File: src/rtl/decode_pkg.sv
// decode_pkg: shared constants and payload types for the ID stage of the
// 8-bit pipeline. Holds opcode and ALU-control encodings, instruction field
// bit positions, data/register-address widths and the ID/EX payload struct.
package decode_pkg;

  localparam int unsigned DATA_W     = 8;
  localparam int unsigned INSTR_W    = 8;
  localparam int unsigned OP_W       = 2;
  localparam int unsigned REG_ADDR_W = 3;

  // Instruction field bit positions: [7:6] opcode, [5:3] rd, [2:0] rs
  localparam int unsigned OP_MSB = 7;
  localparam int unsigned OP_LSB = 6;
  localparam int unsigned RD_MSB = 5;
  localparam int unsigned RD_LSB = 3;
  localparam int unsigned RS_MSB = 2;
  localparam int unsigned RS_LSB = 0;

  localparam logic [OP_W-1:0] OP_ADD  = 2'b00;
  localparam logic [OP_W-1:0] OP_SLL  = 2'b01;
  localparam logic [OP_W-1:0] OP_MOVI = 2'b10;
  localparam logic [OP_W-1:0] OP_NOP  = 2'b11;

  localparam logic ALU_ADD = 1'b0;
  localparam logic ALU_SLL = 1'b1;

  // ID/EX pipeline register payload
  typedef struct packed {
    logic                  valid;
    logic [DATA_W-1:0]     a;
    logic [DATA_W-1:0]     b;
    logic                  control;
    logic [REG_ADDR_W-1:0] rd;
    logic                  wr_en;
  } idex_t;

endpackage

File: src/rtl/decode_stage_reg_file.sv
// reg_file: NUM_REGS x 8-bit register file, one write port, two
// combinational read ports with write-through (a read of the address being
// written this cycle returns the new data).
// Ports:
//   clk, reset           clock, asynchronous active-high reset (clears all)
//   we, waddr, wdata     write port, written on the rising edge
//   raddr_a / rdata_a    read port A
//   raddr_b / rdata_b    read port B
module reg_file
  import decode_pkg::*;
#(
  parameter int unsigned NUM_REGS = 8
) (
  input  logic                  clk,
  input  logic                  reset,
  input  logic                  we,
  input  logic [REG_ADDR_W-1:0] waddr,
  input  logic [DATA_W-1:0]     wdata,
  input  logic [REG_ADDR_W-1:0] raddr_a,
  output logic [DATA_W-1:0]     rdata_a,
  input  logic [REG_ADDR_W-1:0] raddr_b,
  output logic [DATA_W-1:0]     rdata_b
);

  logic [DATA_W-1:0] regs [NUM_REGS];

  // Storage; a write coinciding with reset is dropped
  always_ff @(posedge clk or posedge reset) begin
    if (reset) begin
      for (int unsigned i = 0; i < NUM_REGS; i++) begin
        regs[i] <= '0;
      end
    end else if (we) begin
      regs[waddr] <= wdata;
    end
  end

  // Read ports with write-through
  assign rdata_a = (we && (waddr == raddr_a)) ? wdata : regs[raddr_a];
  assign rdata_b = (we && (waddr == raddr_b)) ? wdata : regs[raddr_b];

endmodule

File: src/rtl/decode_stage.sv
// decode_stage: instruction decode and operand fetch. Decodes the 8-bit
// instruction, reads operands from the register file, resolves hazards
// against the instruction in EX and loads the ID/EX pipeline register.
// Build option: define DECODE_EX_FWD_EN to bypass alu_result from EX (never
// stalls); leave it undefined to stall one cycle on an EX dependency instead.
// Ports:
//   clk, reset                  clock, asynchronous active-high reset
//   instr_valid/instr/instr_ready  fetch handshake, instruction word
//   alu_result                  combinational result of the EX instruction
//   wb_en/wb_addr/wb_data       register-file write port from writeback
//   ex_valid/ex_a/ex_b/ex_control/ex_rd/ex_wr_en  ID/EX register outputs
module decode_stage
  import decode_pkg::*;
#(
  parameter int unsigned NUM_REGS = 8
) (
  input  logic                  clk,
  input  logic                  reset,
  input  logic                  instr_valid,
  input  logic [INSTR_W-1:0]    instr,
  output logic                  instr_ready,
  input  logic [DATA_W-1:0]     alu_result,
  input  logic                  wb_en,
  input  logic [REG_ADDR_W-1:0] wb_addr,
  input  logic [DATA_W-1:0]     wb_data,
  output logic                  ex_valid,
  output logic [DATA_W-1:0]     ex_a,
  output logic [DATA_W-1:0]     ex_b,
  output logic                  ex_control,
  output logic [REG_ADDR_W-1:0] ex_rd,
  output logic                  ex_wr_en
);

  logic [OP_W-1:0]       op;
  logic [REG_ADDR_W-1:0] rd;
  logic [REG_ADDR_W-1:0] rs;
  logic [DATA_W-1:0]     rf_a;
  logic [DATA_W-1:0]     rf_b;
  logic [DATA_W-1:0]     opnd_a;
  logic [DATA_W-1:0]     opnd_b;
  logic                  stall;
  idex_t                 idex_q;
  idex_t                 idex_d;

  assign op = instr[OP_MSB:OP_LSB];
  assign rd = instr[RD_MSB:RD_LSB];
  assign rs = instr[RS_MSB:RS_LSB];

  reg_file #(
    .NUM_REGS (NUM_REGS)
  ) u_reg_file (
    .clk     (clk),
    .reset   (reset),
    .we      (wb_en),
    .waddr   (wb_addr),
    .wdata   (wb_data),
    .raddr_a (rd),
    .rdata_a (rf_a),
    .raddr_b (rs),
    .rdata_b (rf_b)
  );

`ifdef DECODE_EX_FWD_EN
  // EX bypass outranks WB write-through: the EX producer is younger
  assign opnd_a = (idex_q.valid && idex_q.wr_en && (idex_q.rd == rd)) ? alu_result : rf_a;
  assign opnd_b = (idex_q.valid && idex_q.wr_en && (idex_q.rd == rs)) ? alu_result : rf_b;
  assign stall  = 1'b0;
`else
  logic unused_alu_result;
  assign unused_alu_result = ^alu_result;

  assign opnd_a = rf_a;
  assign opnd_b = rf_b;
  // Hold a register-reading instruction one cycle while its source is in EX;
  // the producer then sits in WB and write-through supplies the value
  assign stall  = instr_valid && idex_q.valid && idex_q.wr_en &&
                  ((op == OP_ADD) || (op == OP_SLL)) &&
                  ((idex_q.rd == rd) || (idex_q.rd == rs));
`endif

  assign instr_ready = ~reset & ~stall;

  // Next ID/EX contents; anything not accepted becomes a bubble
  always_comb begin
    idex_d = '0;
    if (instr_valid && instr_ready) begin
      idex_d.valid = 1'b1;
      idex_d.rd    = rd;
      case (op)
        OP_ADD: begin
          idex_d.a       = opnd_a;
          idex_d.b       = opnd_b;
          idex_d.control = ALU_ADD;
          idex_d.wr_en   = 1'b1;
        end
        OP_SLL: begin
          idex_d.a       = opnd_a;
          idex_d.b       = opnd_b;
          idex_d.control = ALU_SLL;
          idex_d.wr_en   = 1'b1;
        end
        OP_MOVI: begin
          idex_d.b       = DATA_W'(rs);
          idex_d.control = ALU_ADD;
          idex_d.wr_en   = 1'b1;
        end
        OP_NOP: begin
          idex_d.control = ALU_ADD;
        end
        default: begin
          idex_d.wr_en = 1'b0;
        end
      endcase
    end
  end

  // ID/EX pipeline register
  always_ff @(posedge clk or posedge reset) begin
    if (reset) begin
      idex_q <= '0;
    end else begin
      idex_q <= idex_d;
    end
  end

  assign ex_valid   = idex_q.valid;
  assign ex_a       = idex_q.a;
  assign ex_b       = idex_q.b;
  assign ex_control = idex_q.control;
  assign ex_rd      = idex_q.rd;
  assign ex_wr_en   = idex_q.wr_en;

endmodule

File: config.mk
export PLATFORM = sky130hd
export DESIGN_NAME = decode_stage
export DESIGN_NICKNAME = d
export VERILOG_FILES = /design/src/rtl/decode_pkg.sv /design/src/rtl/decode_stage_reg_file.sv /design/src/rtl/decode_stage.sv
export SDC_FILE = /design/constraint.sdc
export NUM_CORES = 1
export LEC_CHECK = 0
export CAP_MARGIN = 0
export CORE_MARGIN = 2
export CORE_UTILIZATION = 50
export DETAILED_ROUTE_END_ITERATION = 10
export PLACE_DENSITY_LB_ADDON = 0.3
export SLEW_MARGIN = 20
export SYNTH_ARGS = -nofsm -noshare
export SYNTH_HDL_FRONTEND = slang
export SYNTH_SLANG_ARGS = --single-unit
File: constraint.sdc
create_clock -name clk -period 6.4 [get_ports clk]
set_input_delay 1.92 -clock clk [delete_from_list [all_inputs] [get_ports clk]]
set_output_delay 1.92 -clock clk [all_outputs]
set_load 0.005 [all_outputs]
Yosys cells after proc, flatten, opt, wreduce, memory -nomap -nowiden --
Index checks and enable logic that the tools add are counted.
Cells by class: magnitude comparators 4, mux-type cells 16, bitwise logic cells 6, reduce and logical (&&, ||, !) cells 14, equality and inequality tests 7
Operators with widths (number):
- $bwmux 64 | 1
- $mux 8 | 8
- $bmux 8 s3 | 2
- $demux 8 s3 | 1
- $mux 22 | 1
- $pmux 8 s2 | 1
- $eq 3x3->1 | 4
- $ge 4x4->1 const B | 3
- $not 3->4 | 3
- $logic_and 1x1->1 | 8
- $reduce_or 3->1 | 2
- $eq 2x2->1 const B | 2
- $lt 4x1->1 const B | 1
- $eq 2x1->1 const B | 1
- $logic_not 2->1 | 1
- $logic_or 1x1->1 | 2
- $not 1->1 | 2
- $pmux 1 s2 | 1
- $reduce_or 2->1 | 1
- $and 1x1->1 | 1
- $mux 1 | 1
Storage, ports and cells: register bits after elaboration 86, output and inout bits 23

Logic depth before layout (Yosys ltp) --
Gate-level depths: netlist (run 1).
depth in word-level cells 8, depth in mapped cells 6, gate-level depth less buffers 4

By module --
A second synthesis (run 1) with hierarchy kept.
Second synthesis, totals: cells, all modules 321, area, all modules 4782.1 um2
Modules (own cells, without submodules):
- reg_file | sequential area each 1601.5 um2, times used 1, cells an instance 233, area each 3792.4 um2
- decode_stage | sequential area each 550.5 um2, times used 1, cells an instance 88, area each 989.7 um2

Worst setup path after synthesis (run 1) --
Ideal clock, no wire load.
path kind input -> output, start point input port instr[2], end point output port instr_ready, stages on the path 4, path slack 1919 ps, required time 4480 ps, arrival time 2561 ps, path through buf_4 -> xnor2_1 -> a41o_1 -> nor2_1
On the way: word-level cells in the longest chain between the ends 5
Ends and longest elaborated chain:
- from (decl) | RTL line decode_stage.sv:20 | input logic [INSTR_W-1:0] instr,
- $eq 3x3->1 | RTL line decode_stage.sv:78 | ((idex_q.rd == rd) || (idex_q.rd == rs));
- $logic_or 1x1->1 | RTL line decode_stage.sv:78
- $logic_and 1x1->1 | RTL line decode_stage.sv:77 | ((op == OP_ADD) || (op == OP_SLL)) &&
- $not 1->1 | RTL line decode_stage.sv:81 | assign instr_ready = ~reset & ~stall;
- $and 1x1->1 | RTL line decode_stage.sv:81
- to (decl) | RTL line decode_stage.sv:21 | output logic instr_ready,
Every way passes these cells.

Worst setup path after layout (run 1) --
start point input port instr[7], end point output port instr_ready
On the way: word-level cells in the longest chain between the ends 6
Ends and longest elaborated chain:
- $eq 2x1->1 / $logic_not 2->1 (equally long branches) | RTL line decode_stage.sv:77
- $logic_or 1x1->1 * | RTL line decode_stage.sv:77
- $logic_and 1x1->1 * | RTL line decode_stage.sv:76 | assign stall = instr_valid && idex_q.valid && idex_q.wr_en &&
- $logic_and 1x1->1 * | RTL line decode_stage.sv:77
- $not 1->1 * | RTL line decode_stage.sv:81
- $and 1x1->1 * | RTL line decode_stage.sv:81
Every way passes the cells marked *; elsewhere a longest branch is shown, timed or not.

==> flow_summary.toml, run 1 <==
[cts]
root_buffer = "clkbuf_8"
clk_pin_slew_ps = 90
numCtsBuffers = 9
htreeDepth = 3
cts.sinks = 86
cts.path.max_buffers = 2
cts_setup_buffers = 0
postCtsHoldBufs = 0
cts_resized = 0
clk_latency_ps = 360
cts_tree = "built"

[routing]
wirelength_mm = 10.12
via_per_inst = 6.064
drt-pass1-iter-count = 4
final_antenna_net_count = 0
post_drt_wl_per_cell_um = 21.58
drc_errors = 0
first_iter_violations = 103
num_vias = 2844

[synthesis]
synth.top_cell.area_share_pct = 47.24
synth-compound-area-share_pct = 5.218
syn_area_mm2 = 0.004556
syn_nets = 351
synth-simple-area-share_pct = 7.443
synth_top_area_cell = "dfrtp_1"
synth_xor_area_share_pct = 2.307
yosysSeqAreaShare_pct = 47.24
synthMuxAreaShare_pct = 34.52
synth_edf_count = 0
synth-seq-cells = 86
synth_top_family_by_area = "multiplexers"
syn_inst = 320
async_reset_ff_share_pct = 100.0
yosys-top-cells-count = "dfrtp_1 (86), mux2_2 (64), mux2i_1 (21), mux4_2 (21), nor2_1 (17)"
synth_warnings = 0
synth_ff_type = "dfrtp_1"
ys_top_cells_by_area = "dfrtp_1 (47%), mux2_2 (16%), mux4_2 (10%)"
synth_most_common_cell = "dfrtp_1"
avgSynthCellArea_um2 = 14.24
synth_cell_types = 43
synthAdderAreaFrac_pct = 0

[die]
die_x_um = 99.45
dieArea_mm2 = 0.009890
initial_core_util_pct = 51.98
ios = 54
coreArea_mm2 = 0.008763
rows = 34
fp.dieH_um = 99.45

[grt]
grt_pass1_wl_mm = 16.66
grt_pass1_vias = 3014
grt_antenna_before_repair = 0
grt_overflow = 0
grt_start_max_net_pins = 57
grt_usage_pct = 22.49

[power_and_ir_drop]
leakagePower_nw = 2.166
p_switching_mw = 0.3884
p_int_mw = 1.016
irDropWorstVdd_mv = 0.09543
sw_frac_of_total_pct = 27.66
comb_power_share_pct = 22.4
p_clk_share_pct = 27.3
powerDensity_mw_per_mm2 = 267.2
seqPwrFrac_pct = 50.3

[timing]
tightest_slew_ps = 1139
period_share_pct = 88.75
max_slew_margin_pct = 23.73
rsz0062_at_grt = "no"
setup_slack_ps = 720.3
fmax_ghz = 0.1761
fin_crit_ps = 5680
maxSlewViolCount = 0
finalSetupViolations = 0
setup_tns_ps = 0
hold_viol = 0
skew_ps = 9.473

[place]
gp_congestion = 0.8518
port_buffers = 45
dp_hpwl_mm = 6.643
place_ws_ps = 734.9

[cells_and_area]
drive_above_1_share_pct = 35.18
nets = 387
fin_util_pct = 59.97
antenna_cells = 0
area_growth_pct = 15.35

[worst_setup_path]
critPathLaunchType = "input pin"
crit_top_cell = "clkdlybuf4s50_1"
slowest_delay_ps = 690
worst_path_max_delay_cell = "clkdlybuf4s50_1"
criticalPathCategory = "input pin to output pin"
ff2ff_setup_slack_ps = 4580
crit_chain = "clkdlybuf4s50_1 > and4b_1 > a41o_1 > nor2_1 > clkdlybuf4s50_1"
critPathRequiredTime_ps = 4480
cp_max_fo = 12
cp.arrival_ps = 3760
r2r_start = "ex_rd[0]"
rr_worst_depth = 4
reg2reg_to = "ex_b[5]"
end_kind = "output pin"

[status]
status = "finished, final reports clean"

[worst_hold_path]
hold_end = "u_reg_file.regs[45]"
holdPathStages = 1
hp-class = "flop to flop"
hold_path_startpoint = "u_reg_file.regs[45]"

[job]
max-cap-violations = 0
==> layer usage <==
metal | GRT usage [%] | up-vias | share of wire [%]
met5 | 0 | - | 0
met4 | 8.746 | 0 | 1.6
met3 | 2.389 | 13 | 2.6
met2 | 38.31 | 51 | 53
met1 | 29.89 | 1495 | 43
li1 | - | 1285 | -
==> cells in the final DEF (no fill, tap or decap), drive strengths merged, types with 2 or more instances in the layout <==
master / Yosys / final
o22ai: 2 / 2
clkinv: 0 / 2
mux2i: 21 / 21
nor2b: 3 / 3
nand4b: 3 / 3
dfrtp: 86 / 86
nor2: 17 / 17
inv: 3 / 3
nor4b: 2 / 2
xnor2: 12 / 12
a211oi: 14 / 14
o21ai: 2 / 2
nor3: 4 / 4
nand2: 3 / 3
and3: 3 / 3
mux2: 65 / 65
buf: 20 / 7
and2: 3 / 3
mux4: 27 / 27
nand2b: 3 / 3
clkinvlp: 0 / 4
clkbuf: 7 / 9
nor3b: 4 / 4
nand4: 3 / 3
a41o: 2 / 2
clkdlybuf4s50: 0 / 45
==> worst max path at each step <==
stage / start / end / slack [ps] / depth (start not counted)
after floorplan: instr[2] / instr_ready / 1920 / 4
after global placement: instr[7] / instr_ready / 730 / 5
after detailed placement: instr[7] / instr_ready / 730 / 5
after CTS: instr[7] / instr_ready / 730 / 5
after global routing: instr[7] / instr_ready / 580 / 5
final: instr[7] / instr_ready / 720 / 5
==> flip-flops by register name, summed over array words and instances (netlist names) <==
name / flops
ex_b: 8
ex_control: 1
ex_rd: 3
ex_wr_en: 1
u_reg_file.regs: 64
ex_valid: 1
ex_a: 8
==> cell type report <==
type	count	area, um^2
multi-input cells	204	2255
fillers	678	3508
clock buffers	9	123.9
repair buffers	52	503.0
flip-flops and latches	86	2152
inverters	3	12.51
well taps	108	135.1
clock inverters	7	73.82
==> power by group through the flow <==
stage / Combinational (mW) / Clock, mW / Sequential (mW)
2_1_floorplan: 0.248 / 0 / 0.693
3_3_place_gp: 0.307 / 0 / 0.706
3_5_place_dp: 0.317 / 0 / 0.716
4_1_cts: 0.318 / 0.389 / 0.705
5_1_grt: 0.341 / 0.413 / 0.720
6_report: 0.314 / 0.384 / 0.706
==> cell families (layout without fill, tap and decap cells) <==
logic type                after synthesis  after routing
AOI/OAI and AO/OA                      25             25
buffers and inverters                  30             71
and+or+nand+nor                        54             54
xor gates and xnor gates               12             12
muxes                                 113            113
DFF                                    86             86
==> critical path, delay by kind of cell <==
family	cells	cell delay (ps)
buffers and inverters	2	1210
AND/OR/NAND/NOR	2	410
AO/OA/AOI/OAI	1	220
==> per-stage QoR <==
step / total power, mW / cell area, um^2 / hold WS (ps) / cells
after detailed placement: 1.033 / 5057 / 502.1 / 453
after floorplan: 0.9401 / 4556 / 469.7 / 320
after global routing: 1.474 / 5255 / 532.8 / 469
after global placement: 1.013 / 5057 / 486.7 / 453
after CTS: 1.412 / 5255 / 521.4 / 469
final: 1.404 / 5255 / 522.0 / 469
(Power assumes the default switching activity.)
==> run 2, diff against run 1 <==
- CORE_UTILIZATION: 50 -> 40
- SLEW_MARGIN: 20 -> not set
==> flow_summary.toml, run 2 (same netlist as run 1, synthesis figures left out) <==
[worst_setup_path]
rr_worst_depth = 4
end_kind = "output pin"
reg2reg_to = "ex_b[5]"
critPathRequiredTime_ps = 4480
critPathLaunchType = "input pin"
startpoint = "instr[7]"
criticalPathCategory = "input pin to output pin"
cp.arrival_ps = 3780
r2r_start = "ex_rd[0]"
crit_end = "instr_ready"
ff2ff_setup_slack_ps = 4460
cp_max_fo = 12

[place]
dp_hpwl_mm = 6.736
gp_congestion = 0.7820
place_ws_ps = 715.0
port_buffers = 45
place_area_mm2 = 0.005097

[power_and_ir_drop]
powerDensity_mw_per_mm2 = 291.9
p_switching_mw = 0.3932
p_int_mw = 1.189
p_clk_share_pct = 35.5
comb_power_share_pct = 19.9
power_mw = 1.583
irDropWorstVdd_mv = 0.1597
seqPwrFrac_pct = 44.5
sw_frac_of_total_pct = 24.84
leakagePower_nw = 2.234

[cts]
clk_pin_slew_ps = 60
clk_latency_ps = 340
cts_resized = 0
cts_setup_buffers = 0
cts.sinks = 86
htreeDepth = 3
cts.path.max_buffers = 2
postCtsHoldBufs = 0
cts_tree = "built"
numCtsBuffers = 9
root_buffer = "clkbuf_16"

[routing]
final_antenna_net_count = 0
post_drt_wl_per_cell_um = 21.23
drt-pass1-iter-count = 4
via_per_inst = 5.770
wirelength_mm = 10.64
first_iter_violations = 222
num_vias = 2891
drc_errors = 0

[cells_and_area]
finalInstanceArea_mm2 = 0.005421
mostFrequentLayoutCell = "dfrtp_1"
largest-register = "u_reg_file.regs"
final_cell_mix = "dfrtp_1 (86), mux2_2 (64), clkdlybuf4s50_1 (45)"
nets = 387
area_growth_pct = 19.01
drive_above_1_share_pct = 34.90
antenna_cells = 0
largest_reg_flops = 64

[grt]
grt_usage_pct = 17.79
grt_start_max_net_pins = 49
grt_pass1_vias = 2976
grt_overflow = 0
grt_antenna_before_repair = 0
grt_pass1_wl_mm = 16.68

[timing]
tightest_slew_ps = 1146
finalSetupViolations = 0
fin_crit_ps = 5703
skew_ps = 6.737
setup_slack_ps = 696.8
maxSlewViolCount = 0
whs_ps = 506.2
period_share_pct = 89.11
max_slew_margin_pct = 23.20
rsz0062_at_grt = "no"
fmax_ghz = 0.1753
setup_tns_ps = 0
hold_viol = 0

[worst_hold_path]
hp-class = "flop to flop"
hold_path_startpoint = "u_reg_file.regs[45]"

[status]
status = "finished, final reports clean"

[die]
die_x_um = 110.7
initial_core_util_pct = 41.48
coreArea_mm2 = 0.01098
rows = 38
ios = 54
dieArea_mm2 = 0.01226
fp.dieH_um = 110.7

[job]
max-cap-violations = 0
run 2: cell types whose count changed in the layout (fill, tap and decap cells not counted), sizes merged:
cell,before,now
clkinvlp,4,1
clkbuf,9,11
bufinv,1,2
run 2: worst min path at each step:
stage / endpoint / slack, ps / depth (start not counted)
2_1_floorplan: u_reg_file.regs[45] / 470 / 1
3_3_place_gp: u_reg_file.regs[45] / 480 / 1
3_5_place_dp: u_reg_file.regs[45] / 500 / 1
4_1_cts: u_reg_file.regs[45] / 510 / 1
5_1_grt: u_reg_file.regs[45] / 530 / 1
6_report: u_reg_file.regs[45] / 510 / 1
run 2: power groups by stage:
stage,Combinational (mW),Clock (mW),Sequential (mW)
floorplan,0.248,0,0.693
global placement,0.310,0,0.707
detailed placement,0.317,0,0.715
CTS,0.319,0.573,0.704
global route,0.343,0.594,0.716
finish,0.315,0.562,0.705
run 2: final cells by class:
class | count | area (um^2)
Timing Repair Buffer | 52 | 503.0
Tap cell | 140 | 175.2
Inverter | 3 | 12.51
Multi-Input combinational cell | 204 | 2255
Sequential cell | 86 | 2152
Clock buffer | 11 | 242.7
Clock inverter | 5 | 81.33
Fill cell | 943 | 5562
run 2: through the flow:
stage	cells	utilization [%]
floorplan	320	-
global placement	485	46.41
detailed placement	485	46.41
CTS	501	49.36
global route	501	49.36
finish	501	49.36
run 2: critical path, cell delays in order:
cell	delay, ps
clkdlybuf4s50_1	720
and4b_1	280
a41o_1	220
nor2_1	130
clkdlybuf4s50_1	520
run 2: metal layers:
layer / part of all wire, % / global-route usage [%] / vias to the layer above / wire [um]
li1: - / - / 1283 / -
met1: 43 / 23.50 / 1513 / 4561
met2: 50 / 29.65 / 80 / 5364
met3: 4.7 / 2.788 / 15 / 500
met4: 2.0 / 6.833 / 0 / 211
met5: 0 / 0 / - / 0
